**src/rtl/ifu_mem_arbiter.sv**
```systemverilog
// Arbitrates the single instruction-side memory port between fetch (incl. two-beat spills)
// and the hardware page-table walker, with spill atomicity and a fetch starvation bound.
module ifu_mem_arbiter #(
    parameter int XLEN         = 64,
    parameter int STARVE_LIMIT = 8
) (
    input  logic            clk,
    input  logic            reset,
    input  logic            FetchReq,
    input  logic [XLEN-1:0] FetchAdr,
    input  logic            FetchSpill,
    input  logic            FetchFlush,
    input  logic            WalkReq,
    input  logic [XLEN-1:0] WalkAdr,
    input  logic            MemAck,
    output logic            MemReq,
    output logic [XLEN-1:0] MemAdr,
    output logic            MemSrcWalk,
    output logic            FetchAck,
    output logic            WalkAck,
    output logic            FetchStall,
    output logic            WalkStall
);

    localparam int AGE_W = $clog2(STARVE_LIMIT + 1);

    typedef enum logic [1:0] {
        IDLE   = 2'd0,
        BUSY_F = 2'd1,
        BUSY_W = 2'd2,
        DRAIN  = 2'd3
    } state_t;

    state_t            state, state_next;
    logic              spill_lock, spill_lock_next;
    logic [AGE_W-1:0]  age_cnt, age_next;
    logic [XLEN-1:0]   adr_next;
    logic              arb, fetch_elig, starved, grant_fetch, grant_walk;

    always_ff @(posedge clk or negedge reset) begin
        if (!reset) begin
            state      <= IDLE;
            spill_lock <= 1'b0;
            age_cnt    <= '0;
            MemAdr     <= '0;
        end else begin
            state      <= state_next;
            spill_lock <= spill_lock_next;
            age_cnt    <= age_next;
            MemAdr     <= adr_next;
        end
    end

    always_comb begin
        fetch_elig  = FetchReq & ~FetchFlush;
        starved     = (age_cnt == AGE_W'(STARVE_LIMIT));
        // Every state with an access in flight re-arbitrates on its ack, so no idle bubble.
        arb         = (state == IDLE) | MemAck;
        grant_fetch = 1'b0;
        grant_walk  = 1'b0;
        if (arb) begin
            if (spill_lock) begin
                grant_fetch = fetch_elig;
            end else if (starved && fetch_elig) begin
                grant_fetch = 1'b1;
            end else if (WalkReq) begin
                grant_walk = 1'b1;
            end else begin
                grant_fetch = fetch_elig;
            end
        end

        state_next = state;
        if (arb) begin
            if (grant_walk)       state_next = BUSY_W;
            else if (grant_fetch) state_next = BUSY_F;
            else                  state_next = IDLE;
        end else if (state == BUSY_F && FetchFlush) begin
            state_next = DRAIN;
        end

        adr_next = MemAdr;
        if (grant_walk)  adr_next = WalkAdr;
        if (grant_fetch) adr_next = FetchAdr;

        spill_lock_next = spill_lock;
        if (FetchFlush)  spill_lock_next = 1'b0;
        if (grant_fetch) spill_lock_next = FetchSpill;

        age_next = age_cnt;
        if (!FetchReq || grant_fetch) begin
            age_next = '0;
        end else if (grant_walk && fetch_elig && !starved) begin
            age_next = age_cnt + AGE_W'(1);
        end

        MemReq     = (state != IDLE);
        MemSrcWalk = (state == BUSY_W);
        FetchAck   = MemAck & (state == BUSY_F) & ~FetchFlush;
        WalkAck    = MemAck & (state == BUSY_W);
        FetchStall = FetchReq & ~FetchAck;
        WalkStall  = WalkReq & ~WalkAck;
    end

endmodule

```
**config.mk**
```make
export PLATFORM = sky130hd
export DESIGN_NAME = ifu_mem_arbiter
export DESIGN_NICKNAME = d
export VERILOG_FILES = /design/src/rtl/ifu_mem_arbiter.sv
export SDC_FILE = /design/constraint.sdc
export NUM_CORES = 1
export LEC_CHECK = 0
export CORE_MARGIN = 2
export CORE_UTILIZATION = 33
export CTS_CLUSTER_SIZE = 12
export DETAILED_ROUTE_END_ITERATION = 6
export PLACE_DENSITY = 0.86
export SYNTH_ARGS = -nofsm -noshare
export SYNTH_HDL_FRONTEND = slang
export SYNTH_SLANG_ARGS = --single-unit
```
**constraint.sdc**
```tcl
create_clock -name clk -period 1.75 [get_ports clk]
set_input_delay 0.35 -clock clk [delete_from_list [all_inputs] [get_ports clk]]
set_output_delay 0.35 -clock clk [all_outputs]
set_load 0.03 [all_outputs]
```
==> metrics.txt, run 1 <==
# TYPE chip_impl_metric gauge
chip_impl_info{name="criticalPathCategory",value="in2out"} 1
chip_impl_metric{name="worst_hold_slack",unit="ns"} 0.03733
chip_impl_metric{name="drcViolationCount",unit=""} 0
chip_impl_metric{name="ir_drop",unit="V"} 0.0004609
chip_impl_metric{name="cp_data_required_time",unit="ns"} 1.40
chip_impl_metric{name="cts-buffers-inserted",unit=""} 9
chip_impl_info{name="outcome",value="complete, no violations"} 1
chip_impl_metric{name="synth_seq_area_share",unit="%"} 54.43
chip_impl_metric{name="critPathMaxStageDelay",unit="ns"} 0.41
chip_impl_info{name="critPathCaptureType",value="primary output"} 1
chip_impl_metric{name="path_max_fanout",unit=""} 4
chip_impl_metric{name="fin_crit",unit="ns"} 1.716
chip_impl_metric{name="synth_largest_type_area_fraction",unit="%"} 54.43
chip_impl_metric{name="vias",unit=""} 3108
chip_impl_metric{name="vias_per_cell",unit=""} 5.078
chip_impl_metric{name="yosys-mux-area-fraction",unit="%"} 0
chip_impl_metric{name="drt_iter0_drc",unit=""} 94
chip_impl_info{name="synth.area.top_cells",value="dfrtp_1, a221o_1, and2_1"} 1
chip_impl_metric{name="max_slew_margin",unit="%"} 74.83
chip_impl_metric{name="initial_utilization",unit="%"} 33.71
chip_impl_metric{name="detailedPlacementHpwl",unit="mm"} 7.858
chip_impl_metric{name="chipHeight",unit="um"} 103.5
chip_impl_info{name="cts_root_buf",value="clkbuf_8"} 1
chip_impl_metric{name="grt_antenna_before_repair",unit=""} 0
chip_impl_metric{name="drt.antenna.violating_nets",unit=""} 0
chip_impl_metric{name="overflow",unit=""} 0
chip_impl_metric{name="numPortBuffers",unit=""} 204
chip_impl_metric{name="final_cell_area",unit="mm^2"} 0.005851
chip_impl_metric{name="clock_tree.buffer_depth",unit=""} 2
chip_impl_info{name="layout_common_cells",value="clkdlybuf4s50_1, dfrtp_1, a221o_1, and2_1, dlymetal6s2s_1"} 1
chip_impl_info{name="worstHoldPathType",value="in2async"} 1
chip_impl_metric{name="areaGrowthSynthToFinish",unit="%"} 79.23
chip_impl_metric{name="post-route-period-util",unit="%"} 98.07
chip_impl_metric{name="die_x",unit="um"} 103.5
chip_impl_metric{name="pin_count_of_the_biggest_net_entering_global_routing",unit=""} 72
chip_impl_info{name="cell_with_the_largest_stage_delay_on_the_worst_path",value="clkdlybuf4s50_1"} 1
chip_impl_metric{name="synth.avg_cell_area",unit="um^2"} 12.37
chip_impl_metric{name="pin_count",unit=""} 205
chip_impl_metric{name="finalNetCount",unit=""} 611
chip_impl_info{name="worst_path_cell_trace",value="clkdlybuf4s50_1, buf_4, and3_4, nor2b_1, buf_4"} 1
chip_impl_metric{name="post-place-cells",unit=""} 594
chip_impl_metric{name="synth-compound-area-share",unit="%"} 22.15
chip_impl_metric{name="synth_nets",unit=""} 401
chip_impl_metric{name="design.die.area",unit="mm^2"} 0.01070
chip_impl_metric{name="netlist_instances",unit=""} 264
chip_impl_metric{name="cts.hold.buffers_added",unit=""} 0
chip_impl_metric{name="routabilityCongestion",unit=""} 0.7557
chip_impl_metric{name="worst_pin_slew",unit="ns"} 0.3769
chip_impl_info{name="timing.critical_path.max_delay_family",value="buffers and inverters"} 1
chip_impl_metric{name="htree_num_levels",unit=""} 3
chip_impl_metric{name="combined_area_of_all_synthesized_cells",unit="mm^2"} 0.003264
chip_impl_metric{name="antenna_cells_inserted",unit=""} 0
chip_impl_metric{name="clock.fmax",unit="MHz"} 582.7
chip_impl_metric{name="drive_above_1_share",unit="%"} 9.603
chip_impl_metric{name="wl_per_cell",unit="um"} 17.65
chip_impl_info{name="cts_tree",value="built"} 1
chip_impl_metric{name="cp_num_buf_inv",unit=""} 3
chip_impl_metric{name="ys_ff_latch",unit=""} 71
chip_impl_metric{name="core_area",unit="mm^2"} 0.009684
chip_impl_metric{name="final_max_slew_viol_count",unit=""} 0
chip_impl_metric{name="drt-total-wl",unit="mm"} 10.80
chip_impl_metric{name="synth-warning-count",unit=""} 0
chip_impl_metric{name="place_ws",unit="ns"} -0.2666
chip_impl_metric{name="grt_util_all_layers",unit="%"} 19.39
chip_impl_metric{name="timing.final.ws_setup",unit="ns"} 0.03373
chip_impl_info{name="mostFrequentLayoutCell",value="clkdlybuf4s50_1"} 1
chip_impl_metric{name="worst_setup_hold_path_clk_slew",unit="ns"} 0.08
chip_impl_metric{name="setup_tns",unit="ns"} 0
chip_impl_metric{name="placed_cell_area",unit="mm^2"} 0.005498
chip_impl_metric{name="drt_first_pass_iters",unit=""} 4
chip_impl_metric{name="yosys.cell_types.count",unit=""} 32
chip_impl_metric{name="clk-insertion-delay-late",unit="ns"} 0.34
chip_impl_metric{name="cts.sinks",unit=""} 71
chip_impl_metric{name="floorplan.rows",unit=""} 36
chip_impl_metric{name="synth-xor-area-share",unit="%"} 0
chip_impl_metric{name="timing.final.hold_violations",unit=""} 0
chip_impl_info{name="synth_top_family_by_area",value="compound AO/OA/AOI/OAI gates"} 1
chip_impl_metric{name="worst-endpoint-arrival",unit="ns"} 1.37
chip_impl_metric{name="timing.final.setup_violations",unit=""} 0
chip_impl_metric{name="post_layout_nonfiller_instances",unit=""} 612
chip_impl_metric{name="power.leakage",unit="uW"} 0.002923
chip_impl_metric{name="cap_viol_max_count",unit=""} 0
chip_impl_metric{name="via_count_of_the_first_global_routing_pass",unit=""} 3289
chip_impl_info{name="cell_type_contributing_the_most_total_cell_area_after_synthesis",value="dfrtp_1"} 1
chip_impl_info{name="timing.critical_path.mode_cell",value="buf_4"} 1
chip_impl_metric{name="synth-adder-area-share",unit="%"} 0.7666
chip_impl_metric{name="fin_worst_skew",unit="ns"} 0.01280
chip_impl_metric{name="first_pass_grt_wire_length",unit="mm"} 15.97
chip_impl_info{name="worst_setup_path_start_kind",value="input port"} 1
chip_impl_metric{name="power_per_cell_area",unit="mW/mm^2"} 1044
chip_impl_metric{name="synthSimpleGateAreaFrac",unit="%"} 17.02
==> worst register-to-register path, cell delays in order (launching register included) <==
cell	delay [ns]
dfrtp_1	0.36
inv_1	0.07
ha_1	0.19
and3b_2	0.26
nor2_4	0.13
nor2_4	0.07
buf_12	0.17
a221o_1	0.34
==> layer usage <==
| layer | routed length, um | up-vias | part of all wire (%) | track usage [%] |
|---|---|---|---|---|
| met3 | 870 | 24 | 8.1 | 5.444 |
| met5 | 0 | - | 0 | 0 |
| met2 | 5585 | 150 | 52 | 33.90 |
| met4 | 240 | 0 | 2.2 | 7.895 |
| met1 | 4102 | 1508 | 38 | 22.37 |
| li1 | - | 1426 | - | - |
==> synthesized netlist by cell type (all sizes together) <==
| cell | n |
|---|---|
| a21oi | 1 |
| a221o | 64 |
| a32o | 1 |
| and2 | 65 |
| and2b | 1 |
| and3 | 2 |
| and3b | 1 |
| buf | 16 |
| clkbuf | 4 |
| dfrtp | 71 |
| ha | 2 |
| inv | 5 |
| nand2 | 7 |
| nand2b | 1 |
| nand3 | 3 |
| nand4 | 1 |
| nand4b | 1 |
| nor2 | 5 |
| nor2b | 3 |
| o211ai | 2 |
| o21ai | 4 |
| o21bai | 2 |
| o22ai | 1 |
| or4 | 1 |
==> final cells by class <==
cell class,instances,area (um^2)
Clock inverter,5,103.9
Fill cell,775,3834
Sequential cell,71,1777
Clock buffer,11,141.4
Tap cell,133,166.4
Inverter,5,18.77
Timing Repair Buffer,219,2306
Multi-Input combinational cell,168,1338
==> sequential cells by signal, summed over array words and instances, names as in the netlist <==
signal and count:
age_cnt 4, state 2, spill_lock 1, MemAdr 64
==> cell families after synthesis <==
group,after synthesis
AOI/OAI and AO/OA,75
adders and majority gates,2
buffers and inverters,25
DFF,71
and+or+nand+nor,91
==> repair_timing <==
item,4_1_cts,5_1_grt
endpoints found under the setup margin,68,50
gates resized for setup,24,45
buffers inserted,1,2
pin swaps,1,0
==> where the power goes <==
| group | internal (uW) | leakage, uW | switching, uW |
|---|---|---|---|
| logic | 1130 | 0.00192 | 1240 |
| registers | 1950 | 0.000880 | 169 |
| clock network | 990 | 0.000124 | 623 |
==> per-stage QoR <==
stage | util, % | power, uW
6_report | 60.41 | 6108
5_1_grt | 60.41 | 6388
4_1_cts | 59.21 | 6208
3_5_place_dp | 56.77 | 4616
3_3_place_gp | 56.77 | 4553
2_1_floorplan | - | 3400
==> final timing paths <==
| check | from | end | slack (ns) | depth (start not counted) |
|---|---|---|---|---|
| min reg2reg | age_cnt[1] | age_cnt[1] | 0.56 | 2 |
| min | reset | MemAdr[59] | 0.04 | 2 |
| max reg2reg | age_cnt[0] | MemAdr[36] | 0.06 | 7 |
| max in group asynchronous | reset | MemAdr[23] | 1.42 | 2 |
| max | MemAck | FetchStall | 0.03 | 5 |
| min in group clk | FetchFlush | state[1] | 0.42 | 3 |
(Power assumes the default switching activity.)
==> run 2: changes to the inputs <==
- RECOVER_POWER: default -> 50
==> run 2 against run 1 <==
Against the previous run: core utilization is 2.8 points lower; critical path type unchanged; hold slack better by 0.24 ns; setup slack is essentially flat; via count rose by 0.29%; clock skew fell by 0.00067 ns; critical endpoint unchanged.
==> metrics.txt, run 2 (same netlist as run 1, synthesis figures left out) <==
# TYPE chip_impl_metric gauge
chip_impl_info{name="outcome",value="complete, no violations"} 1
chip_impl_info{name="layout_common_cells",value="clkdlybuf4s50_1, dfrtp_1, a221o_1, and2_1, clkbuf_1"} 1
chip_impl_metric{name="antenna_cells_inserted",unit=""} 0
chip_impl_metric{name="grt_antenna_before_repair",unit=""} 0
chip_impl_metric{name="cts-buffers-inserted",unit=""} 9
chip_impl_metric{name="numPortBuffers",unit=""} 204
chip_impl_metric{name="core_area",unit="mm^2"} 0.009684
chip_impl_metric{name="pin_count_of_the_biggest_net_entering_global_routing",unit=""} 72
chip_impl_metric{name="ir_drop",unit="V"} 0.0004464
chip_impl_metric{name="drt_first_pass_iters",unit=""} 4
chip_impl_metric{name="floorplan.rows",unit=""} 36
chip_impl_metric{name="worst-endpoint-arrival",unit="ns"} 1.37
chip_impl_metric{name="post-place-cells",unit=""} 594
chip_impl_metric{name="areaGrowthSynthToFinish",unit="%"} 70.79
chip_impl_metric{name="clock_tree.buffer_depth",unit=""} 2
chip_impl_metric{name="finalNetCount",unit=""} 611
chip_impl_info{name="worstHoldPathType",value="in2async"} 1
chip_impl_metric{name="initial_utilization",unit="%"} 33.71
chip_impl_metric{name="clk-insertion-delay-late",unit="ns"} 0.34
chip_impl_metric{name="fin_crit",unit="ns"} 1.716
chip_impl_metric{name="power.leakage",unit="uW"} 0.002495
chip_impl_info{name="critPathCaptureType",value="primary output"} 1
chip_impl_metric{name="worst_setup_hold_path_clk_slew",unit="ns"} 0.08
chip_impl_metric{name="timing.final.setup_violations",unit=""} 0
chip_impl_metric{name="path_max_fanout",unit=""} 4
chip_impl_metric{name="power_per_cell_area",unit="mW/mm^2"} 1068
chip_impl_metric{name="largest_register_ff_count",unit=""} 64
chip_impl_metric{name="wl_per_cell",unit="um"} 17.71
chip_impl_info{name="reg_top3",value="MemAdr: 64 flops, age_cnt: 4 flops, state: 2 flops"} 1
chip_impl_metric{name="htree_num_levels",unit=""} 3
chip_impl_metric{name="worst_pin_slew",unit="ns"} 0.9448
chip_impl_metric{name="drive_above_1_share",unit="%"} 9.603
chip_impl_metric{name="cts.sinks",unit=""} 71
chip_impl_info{name="criticalPathCategory",value="in2out"} 1
chip_impl_metric{name="post-route-util",unit="%"} 57.57
chip_impl_metric{name="drt.antenna.violating_nets",unit=""} 0
chip_impl_metric{name="max_slew_margin",unit="%"} 37.01
chip_impl_metric{name="drt-total-wl",unit="mm"} 10.84
chip_impl_metric{name="detailedPlacementHpwl",unit="mm"} 7.858
chip_impl_metric{name="design.die.area",unit="mm^2"} 0.01070
chip_impl_metric{name="cp_data_required_time",unit="ns"} 1.40
chip_impl_metric{name="grt_util_all_layers",unit="%"} 19.39
chip_impl_info{name="mostFrequentLayoutCell",value="clkdlybuf4s50_1"} 1
chip_impl_info{name="cts_tree",value="built"} 1
chip_impl_metric{name="final_max_slew_viol_count",unit=""} 0
chip_impl_metric{name="vias_per_cell",unit=""} 5.093
chip_impl_metric{name="die_x",unit="um"} 103.5
chip_impl_metric{name="final_cell_area",unit="mm^2"} 0.005575
chip_impl_metric{name="routabilityCongestion",unit=""} 0.7557
chip_impl_metric{name="setup_tns",unit="ns"} 0
chip_impl_metric{name="clock.fmax",unit="MHz"} 582.7
chip_impl_metric{name="post-route-period-util",unit="%"} 98.07
chip_impl_metric{name="placed_cell_area",unit="mm^2"} 0.005498
chip_impl_metric{name="worst_hold_slack",unit="ns"} 0.2753
chip_impl_metric{name="vias",unit=""} 3117
chip_impl_info{name="worst_setup_path_start_kind",value="input port"} 1
chip_impl_metric{name="timing.final.hold_violations",unit=""} 0
chip_impl_metric{name="via_count_of_the_first_global_routing_pass",unit=""} 3289
chip_impl_metric{name="drt_iter0_drc",unit=""} 114
chip_impl_metric{name="first_pass_grt_wire_length",unit="mm"} 15.97
chip_impl_metric{name="post_layout_nonfiller_instances",unit=""} 612
chip_impl_metric{name="drcViolationCount",unit=""} 0
chip_impl_info{name="cts_root_buf",value="clkbuf_8"} 1
chip_impl_metric{name="pin_count",unit=""} 205
chip_impl_metric{name="overflow",unit=""} 0
chip_impl_info{name="largest_register",value="MemAdr"} 1
chip_impl_metric{name="fin_worst_skew",unit="ns"} 0.01213
chip_impl_metric{name="cap_viol_max_count",unit=""} 0
chip_impl_metric{name="chipHeight",unit="um"} 103.5
run 2: final cells by class:
cell class | count | area (um^2)
fill | 837 | 4109
sequential | 71 | 1777
inverter | 5 | 18.77
clock inverter | 5 | 103.9
multi-input combinational | 168 | 1338
clock buffer | 11 | 141.4
timing repair buffer | 219 | 2031
tap | 133 | 166.4
run 2: power by group:
group	leakage [uW]	internal [uW]	switching (uW)
sequential	0.000880	1950	174
clock	0.000124	990	627
combinational	0.00149	972	1240
total	0.00250	3920	2040
run 2: metrics by stage:
step           power [uW]  setup WS (ns)
6_report             5957        0.03373
5_1_grt              6233      -0.003218
4_1_cts              6208      0.0004152
3_5_place_dp         4616        -0.2666
2_1_floorplan        3400        0.08306
3_3_place_gp         4553        -0.2037
run 2: worst paths after layout:
path | startpoint | to | slack (ns) | cells after the start
max in group asynchronous | reset | MemAdr[23] | 0.87 | 2
hold / removal | reset | MemAdr[59] | 0.28 | 2
min in group clk | FetchFlush | state[1] | 0.42 | 3
setup reg to reg | age_cnt[0] | MemAdr[36] | 0.06 | 7
setup / recovery | MemAck | FetchStall | 0.03 | 5
hold reg to reg | age_cnt[1] | age_cnt[1] | 0.56 | 2
run 2: layer usage:
layer	part of all wire, %	track usage [%]	up-vias
met5	0	0	-
met4	2.3	7.895	0
met2	51	33.90	161
li1	-	-	1425
met1	39	22.37	1508
met3	7.9	5.444	23
run 2: repair_timing:
| item | in CTS | in global routing |
|---|---|---|
| buffers inserted | 1 | 2 |
| cloned | 0 | 0 |
| hold endpoints to repair | 0 | 0 |
| pin swaps | 1 | 0 |
| hold buffers | 0 | 0 |
| endpoints found under the setup margin | 68 | 50 |
| gates resized for setup | 24 | 45 |
run 2: critical path: stages:
cell and delay [ns]:
clkdlybuf4s50_1 0.41, buf_4 0.15, and3_4 0.18, nor2b_1 0.11, buf_4 0.17
